--- src/rtl/led_scan_controller.sv ---
// 4-digit 7-segment scan controller.
// Rotates through enabled digits with a blanking gap before each drive.
module led_scan_controller #(
  parameter int TICK_DIV     = 50000,
  parameter int BLANK_CYCLES = 100
) (
  input  logic       clk,
  input  logic       reset,
  input  logic       en,
  input  logic [3:0] digit_en,
  output logic [1:0] seg_sel,
  output logic [3:0] anode,
  output logic       frame_start
);

  localparam int CW = (TICK_DIV > 1) ? $clog2(TICK_DIV) : 1;
  localparam logic [CW-1:0] BLANK_LAST = CW'(BLANK_CYCLES - 1);
  localparam logic [CW-1:0] TICK_LAST  = CW'(TICK_DIV - 1);

  typedef enum logic [1:0] {
    IDLE,
    BLANK,
    DRIVE
  } state_t;

  state_t        state_q, state_d;
  logic [CW-1:0] cnt_q, cnt_d;
  logic [1:0]    sel_q, sel_d;
  logic [3:0]    anode_q, anode_d;
  logic          fs_q, fs_d;

  logic [1:0]    first_idx;
  logic [1:0]    next_idx;
  logic [1:0]    cand;
  logic          found;
  logic          run_ok;

  assign run_ok = en && (digit_en != 4'b0000);

  // Lowest enabled digit, used when a frame starts from IDLE.
  always_comb begin
    first_idx = 2'd0;
    for (int i = 3; i >= 0; i--) begin
      if (digit_en[i]) first_idx = 2'(i);
    end
  end

  // Next enabled digit above the current one, wrapping; self last.
  always_comb begin
    next_idx = sel_q;
    found    = 1'b0;
    cand     = sel_q;
    for (int k = 1; k <= 4; k++) begin
      cand = sel_q + 2'(k);
      if (!found && digit_en[cand]) begin
        next_idx = cand;
        found    = 1'b1;
      end
    end
  end

  // Next-state and registered-output logic.
  always_comb begin
    state_d = state_q;
    cnt_d   = cnt_q + 1'b1;
    sel_d   = sel_q;
    anode_d = anode_q;
    fs_d    = 1'b0;
    unique case (state_q)
      IDLE: begin
        cnt_d   = '0;
        anode_d = 4'b1111;
        if (run_ok) begin
          state_d = BLANK;
          sel_d   = first_idx;
          fs_d    = 1'b1;
        end
      end
      BLANK: begin
        if (!run_ok) begin
          state_d = IDLE;
          cnt_d   = '0;
          anode_d = 4'b1111;
        end else if (cnt_q == BLANK_LAST) begin
          state_d = DRIVE;
          anode_d = ~(4'b0001 << sel_q);
        end
      end
      DRIVE: begin
        if (!run_ok) begin
          state_d = IDLE;
          cnt_d   = '0;
          anode_d = 4'b1111;
        end else if (cnt_q == TICK_LAST) begin
          state_d = BLANK;
          cnt_d   = '0;
          anode_d = 4'b1111;
          sel_d   = next_idx;
          fs_d    = (next_idx <= sel_q);
        end
      end
      default: begin
        state_d = IDLE;
        cnt_d   = '0;
        anode_d = 4'b1111;
      end
    endcase
  end

  // State and output registers with synchronous active-low reset.
  always_ff @(posedge clk) begin
    if (!reset) begin
      state_q <= IDLE;
      cnt_q   <= '0;
      sel_q   <= 2'd0;
      anode_q <= 4'b1111;
      fs_q    <= 1'b0;
    end else begin
      state_q <= state_d;
      cnt_q   <= cnt_d;
      sel_q   <= sel_d;
      anode_q <= anode_d;
      fs_q    <= fs_d;
    end
  end

  assign seg_sel     = sel_q;
  assign anode       = anode_q;
  assign frame_start = fs_q;

endmodule
--- config.mk ---
export PLATFORM = sky130hd
export DESIGN_NAME = led_scan_controller
export DESIGN_NICKNAME = d
export VERILOG_FILES = /design/src/rtl/led_scan_controller.sv
export SDC_FILE = /design/constraint.sdc
export NUM_CORES = 1
export LEC_CHECK = 0
export CORE_MARGIN = 2
export CORE_UTILIZATION = 40
export CTS_CLUSTER_DIAMETER = 100
export DETAILED_ROUTE_END_ITERATION = 7
export PLACE_DENSITY = 0.65
export SYNTH_ARGS = -nofsm -noshare
export SYNTH_HDL_FRONTEND = slang
export SYNTH_SLANG_ARGS = --single-unit
--- constraint.sdc ---
create_clock -name clk -period 3.05 [get_ports clk]
set_input_delay 0.305 -clock clk [delete_from_list [all_inputs] [get_ports clk]]
set_output_delay 0.305 -clock clk [all_outputs]
set_load 0.005 [all_outputs]
==> flow_summary_export.csv, run 1 <==
group,metric,value,unit
critical_path,crit_fanout,9,
logic_synthesis,syn-instance-count,195,
drt,vias_per_cell,5.42,
floorplan,start_util,41.5,%
grt,grt_pass1_vias,1244,
grt,grt_start_max_net_pins,17,
critical_path,required,3.28,ns
logic_synthesis,ys_seq_area_share,30.3,%
place,dpl_cell_area,1830,um2
logic_synthesis,ys_warn_count,0,
final_layout,diodes,0,
sta,fin_crit,2.66,ns
grt,grt_pass1_wl,5650,um
pwr,p_per_area,410,nW/um2
logic_synthesis,synth_compound_area_share,15.3,%
floorplan,die_y,68.2,um
sta,setup_viol,0,
drt,drt_pre_antenna_iters,4,
logic_synthesis,synth_fa_ha_area_share,8.35,%
logic_synthesis,synth_xor_area_share,7.97,%
logic_synthesis,synth.distinct_cells,46,
logic_synthesis,synth.top_cell.area_share,30.3,%
place,place_inst,253,
final_layout,multi_input_area,1030,um2
pwr,leakage,0.645,nW
clock_tree,cts_tree,"done",
clock_tree,hold_buffers,0,
clock_tree,clkTransAtPathRegs,0.09,ns
logic_synthesis,yosysTopAreaCell,"dfxtp_1",
min_path,hold_class,"register to register",
logic_synthesis,synth_area_per_cell,8.46,um2
final_layout,final_area,1880,um2
critical_path,ff2ff_setup_slack,0.39,ns
clock_tree,post_cts_buffers,0,
sta,worstMarginPinSlew,0.729,ns
final_layout,drive_above_1_share,9.66,%
logic_synthesis,synth_edf_count,0,
critical_path,endpoint_kind,"register",
sta,final_min_period_over_clock_period,87.3,%
min_path,min_path_cells,1,
clock_tree,ctsResizeCount,0,
logic_synthesis,synth-simple-area-share,25.1,%
place,hpwl,2490,um
grt,grt_overflow_total,0,
grt,grt_use_total,15.9,%
sta,slew_violations,0,
drt,drt_iter0_drc,103,
final_layout,final_cells,257,
drt,drt-total-wl,3420,um
place,pre_cts_slack,0.270,ns
floorplan,dieArea,4650,um2
final_layout,area_growth_syn_to_layout,13.9,%
logic_synthesis,synth_async_sr_flop_share,0,%
critical_path,reg2reg_depth,10,
final_layout,final_core_utilization,47.3,%
final_layout,layout.nets,226,
floorplan,placementRows,23,
sta,fin_ws,0.386,ns
critical_path,r2r_start,"seg_sel[1]",
critical_path,path_class,"register to register",
min_path,hold_path_end,"cnt_q[0]",
final_layout,fill_cells,408,
clock_tree,cts_max_level,1,
clock_tree,clk_latency,0.28,ns
min_path,hp-start,"cnt_q[0]",
logic_synthesis,synth_area_leaders,"dfxtp_1 (30%), ha_1 (8.3%), nor2_1 (5.9%), xnor2_1 (4.8%), mux4_2 (4.1%)",
outcome,status,"complete, no violations",
sta,rsz0062_at_grt,"false",
floorplan,io_pins,14,
logic_synthesis,synth.cell_area,1650,um2
logic_synthesis,synth_top_family_by_area,"simple AND/OR/NAND/NOR gates",
clock_tree,cts_root_buffer,"clkbuf_8",
drt,antenna_left,0,
logic_synthesis,synth_fp_nets,213,
pwr,peakVddDrop,263,uV
sta,fin_skew,0.00135,ns
run,maxCapViolCount,0,
drt,vias,1392,
critical_path,crit_arrival,2.89,ns
drt,wl_per_cell,13.3,um
final_layout,seqCellArea,500,um2
sta,relSlewSlack,51.0,%
grt,antenna_found_initial,0,
place,portBuffers,13,
logic_synthesis,synth.top_cells.by_count,"nor2_1 (26), dfxtp_1 (25), ha_1 (11), inv_1 (11)",
sta,timing.fmax,375,MHz
clock_tree,cts_sinks,25,
critical_path,worstReg2RegEnd,"frame_start",
floorplan,die_w,68.2,um
logic_synthesis,ys_seq_elements,25,
sta,hold_viol_final,0,
drt,drc,0,
clock_tree,numCtsBuffers,3,
floorplan,core-area,3970,um2
clock_tree,clock_path_buffers,2,
logic_synthesis,muxShareOfSynthArea,5.99,%
logic_synthesis,yosysMostFrequentCell,"nor2_1",
logic_synthesis,synth-main-ff-cell,"dfxtp_1",
sta,fin_setup_tns,0,ns
place,place_congestion,0.751,
critical_path,start_kind,"register",
## routing by layer
metal	wire [um]	global-route usage, %	vias to the layer above
met5	0	0	-
met4	63	5.75	0
met3	117	3.95	8
met2	1560	26.7	21
met1	1690	19.7	639
li1	-	-	724
## critical path, cell delays in order (launching register included)
cell	delay (ns)
dfxtp_1	0.34
inv_1	0.08
ha_1	0.43
mux4_2	0.37
or3_1	0.40
nand2_1	0.07
ha_1	0.23
a21oi_1	0.13
a21oi_1	0.07
nor4b_1	0.31
o211a_1	0.18
## cells by family after synthesis
group                    count (synthesis)
AND/OR/NAND/NOR                         76
AO/OA/AOI/OAI                           38
XOR/XNOR                                15
multiplexers                             6
adder cells (fa/ha/maj)                 11
flip-flops                              25
buffers and inverters                   24
## registers in the layout, indices dropped and copies added, names as in the netlist
signal and flops:
seg_sel 2, cnt_q 16, state_q 2, anode 4, frame_start 1
## cell type report
cell class,instances,area share [%]
clock buffer,3,2.20
multi-input combinational,146,55.1
timing repair buffer,21,10.1
inverter,11,2.20
tap,50,3.33
sequential,25,26.6
clock inverter,1,0.400
## where the power goes
part | total, mW | switching [mW] | internal (mW)
clock network | 0.210 | 0.117 | 0.0931
registers | 0.343 | 0.00700 | 0.336
logic | 0.218 | 0.121 | 0.0970
total | 0.771 | 0.244 | 0.526
## cells in the final DEF, fill, tap and decap left out, types with 2 or more instances in the layout
| cell type | instances |
|---|---|
| and4_1 | 6 |
| nand2_1 | 8 |
| ha_1 | 11 |
| inv_1 | 11 |
| mux4_2 | 3 |
| clkdlybuf4s50_1 | 13 |
| o21ai_0 | 8 |
| clkbuf_8 | 3 |
| nand4_1 | 6 |
| nand3_1 | 10 |
| o211ai_1 | 5 |
| xor2_1 | 6 |
| a21oi_1 | 10 |
| nor4b_1 | 3 |
| nor2_1 | 26 |
| nor3_1 | 5 |
| o21ai_1 | 4 |
| and3_1 | 2 |
| mux2i_1 | 2 |
| buf_4 | 8 |
| xnor2_1 | 9 |
| dfxtp_1 | 25 |
## per-stage QoR
step | hold slack, ns | power (mW)
after global placement | 0.444 | 0.566
after detailed placement | 0.457 | 0.567
final | 0.475 | 0.771
after CTS | 0.479 | 0.779
after floorplan | 0.429 | 0.507
after global routing | 0.527 | 0.817
## worst max-delay path by stage
stage / from / endpoint / slack [ns] / depth (start not counted)
floorplan: seg_sel[1] / frame_start / 0.20 / 12
detailed placement: digit_en[3] / frame_start / 0.27 / 9
CTS: seg_sel[1] / frame_start / 0.39 / 10
global route: seg_sel[1] / frame_start / 0.28 / 10
finish: seg_sel[1] / frame_start / 0.39 / 10
global placement: digit_en[3] / frame_start / 0.36 / 9
Power figures use the tool's default switching activity.
==> inputs of run 2 (changes only) <==
- CORE_UTILIZATION: 40 -> 46
- PLACE_DENSITY: 0.65 -> 0.72
==> run 2 against run 1 <==
Critical path depth did not move. Sequential share of layout area rose by 0.51 points. Count of clock-buffer cells in the layout rose by 1. Total power fell by 6.6%. Worst hold slack improved by 0.0057 ns. Sequential power barely moved. Setup slack improved by 0.028 ns. Highest routed layer unchanged. Critical path type unchanged. Global-route usage rose by 3.2 points. Die area fell by 12%. First-iteration DRC count fell by 13%.
==> flow_summary_export.csv, run 2 (synthesis gave the netlist of run 1 again) <==
group,metric,value,unit
outcome,status,"complete, no violations",
critical_path,path_class,"register to register",
place,place_inst,248,
pwr,leakage,0.633,nW
grt,grt_overflow_total,0,
clock_tree,clkTransAtPathRegs,0.15,ns
floorplan,die_w,63.9,um
clock_tree,cts_tree,"done",
clock_tree,clock_path_buffers,2,
sta,timing.fmax,379,MHz
critical_path,required,3.34,ns
drt,vias,1470,
pwr,peakVddDrop,285,uV
sta,fin_setup_tns,0,ns
run,maxCapViolCount,0,
final_layout,fill_cells,317,
clock_tree,clk_latency,0.33,ns
min_path,hold_class,"register to register",
final_layout,final_common_cell,"nor2_1",
clock_tree,ctsResizeCount,0,
grt,grt_use_total,19.1,%
drt,vias_per_cell,5.83,
grt,grtUsageMet3,3.87,%
sta,rsz0062_at_grt,"false",
clock_tree,hold_buffers,0,
floorplan,core-area,3390,um2
clock_tree,cts_sinks,25,
critical_path,crit_fanout,9,
final_layout,drive_above_1_share,8.74,%
final_layout,final_area,1840,um2
floorplan,start_util,48.7,%
place,dpl_cell_area,1820,um2
clock_tree,cts_max_level,1,
place,hpwl,2680,um
place,place_congestion,0.848,
grt,gr-usage-met2,35.8,%
sta,setup_viol,0,
drt,drt_pre_antenna_iters,4,
grt,grt_pass1_wl,6310,um
pwr,p_total,0.719,mW
place,portBuffers,13,
critical_path,r2r_start,"seg_sel[1]",
final_layout,largest_register,"cnt_q",
sta,holdWs,0.481,ns
critical_path,start_kind,"register",
grt,grt_pass1_vias,1462,
sta,fin_crit,2.64,ns
sta,fin_skew,0.0144,ns
grt,use_met1,21.4,%
grt,grt.busiest_layer,"met2",
floorplan,placementRows,21,
critical_path,endpoint_kind,"register",
floorplan,die_y,63.9,um
sta,relSlewSlack,49.7,%
pwr,p_per_area,390,nW/um2
final_layout,mostFrequentLayoutCells,"nor2_1 (26), dfxtp_1 (25), clkdlybuf4s50_1 (13)",
clock_tree,post_cts_buffers,0,
floorplan,dieArea,4080,um2
drt,drt-total-wl,3630,um
grt,grt_start_max_net_pins,17,
final_layout,layout.nets,225,
drt,drt_iter0_drc,90,
sta,fin_ws,0.414,ns
floorplan,io_pins,14,
min_path,hp-start,"cnt_q[0]",
clock_tree,numCtsBuffers,3,
place,pre_cts_slack,0.184,ns
drt,wl_per_cell,14.4,um
final_layout,largest_register_ffs,16,
grt,antenna_found_initial,0,
critical_path,startpoint,"seg_sel[1]",
final_layout,final_core_utilization,54.4,%
critical_path,crit_arrival,2.92,ns
clock_tree,cts_root_buffer,"clkbuf_4",
sta,hold_viol_final,0,
final_layout,diodes,0,
drt,antenna_left,0,
final_layout,area_growth_syn_to_layout,11.8,%
sta,final_min_period_over_clock_period,86.4,%
sta,slew_violations,0,
drt,drc,0,
sta,worstMarginPinSlew,0.750,ns
final_layout,final_cells,252,
-- run 2: changes by cell type in the layout (fill, tap and decap cells not counted) --
cell	previous run	this run
buf_4	8	7
clkinvlp_4	1	0
clkbuf_1	0	1
clkbuf_8	3	0
clkbuf_4	0	3
-- run 2: path summary, 6_finish.rpt --
kind / endpoint / slack [ns] / depth (start not counted)
setup / recovery: frame_start / 0.41 / 10
setup reg to reg: frame_start / 0.41 / 10
hold / removal: cnt_q[0] / 0.48 / 1
hold reg to reg: cnt_q[0] / 0.48 / 1
-- run 2: metal layers --
metal  wire (um)  vias to the layer above
met5           0                        -
met4          45                        0
met3          87                        6
met2        1930                       25
met1        1560                      715
li1            -                      724
-- run 2: area by class of cell --
type | count | area [um2] | area share, %
Timing Repair Buffer | 20 | 183 | 9.91
Sequential cell | 25 | 500 | 27.2
Inverter | 11 | 41.3 | 2.24
Tap cell | 46 | 57.6 | 3.12
Clock buffer | 4 | 26.3 | 1.43
Multi-Input combinational cell | 146 | 1030 | 56.1
-- run 2: report_power, final --
group          switching [mW]  internal [mW]  total [mW]
Combinational           0.123         0.0973       0.221
Clock                   0.103         0.0513       0.154
Sequential            0.00815          0.337       0.345
Total                   0.234          0.485       0.719
-- run 2: critical path: stages (launching register included) --
cell and delay (ns):
dfxtp_1 0.36, inv_1 0.07, ha_1 0.43, mux4_2 0.37, or3_1 0.41, nand2_1 0.08, ha_1 0.23, a21oi_1 0.14
a21oi_1 0.06, nor4b_1 0.28, o211a_1 0.16
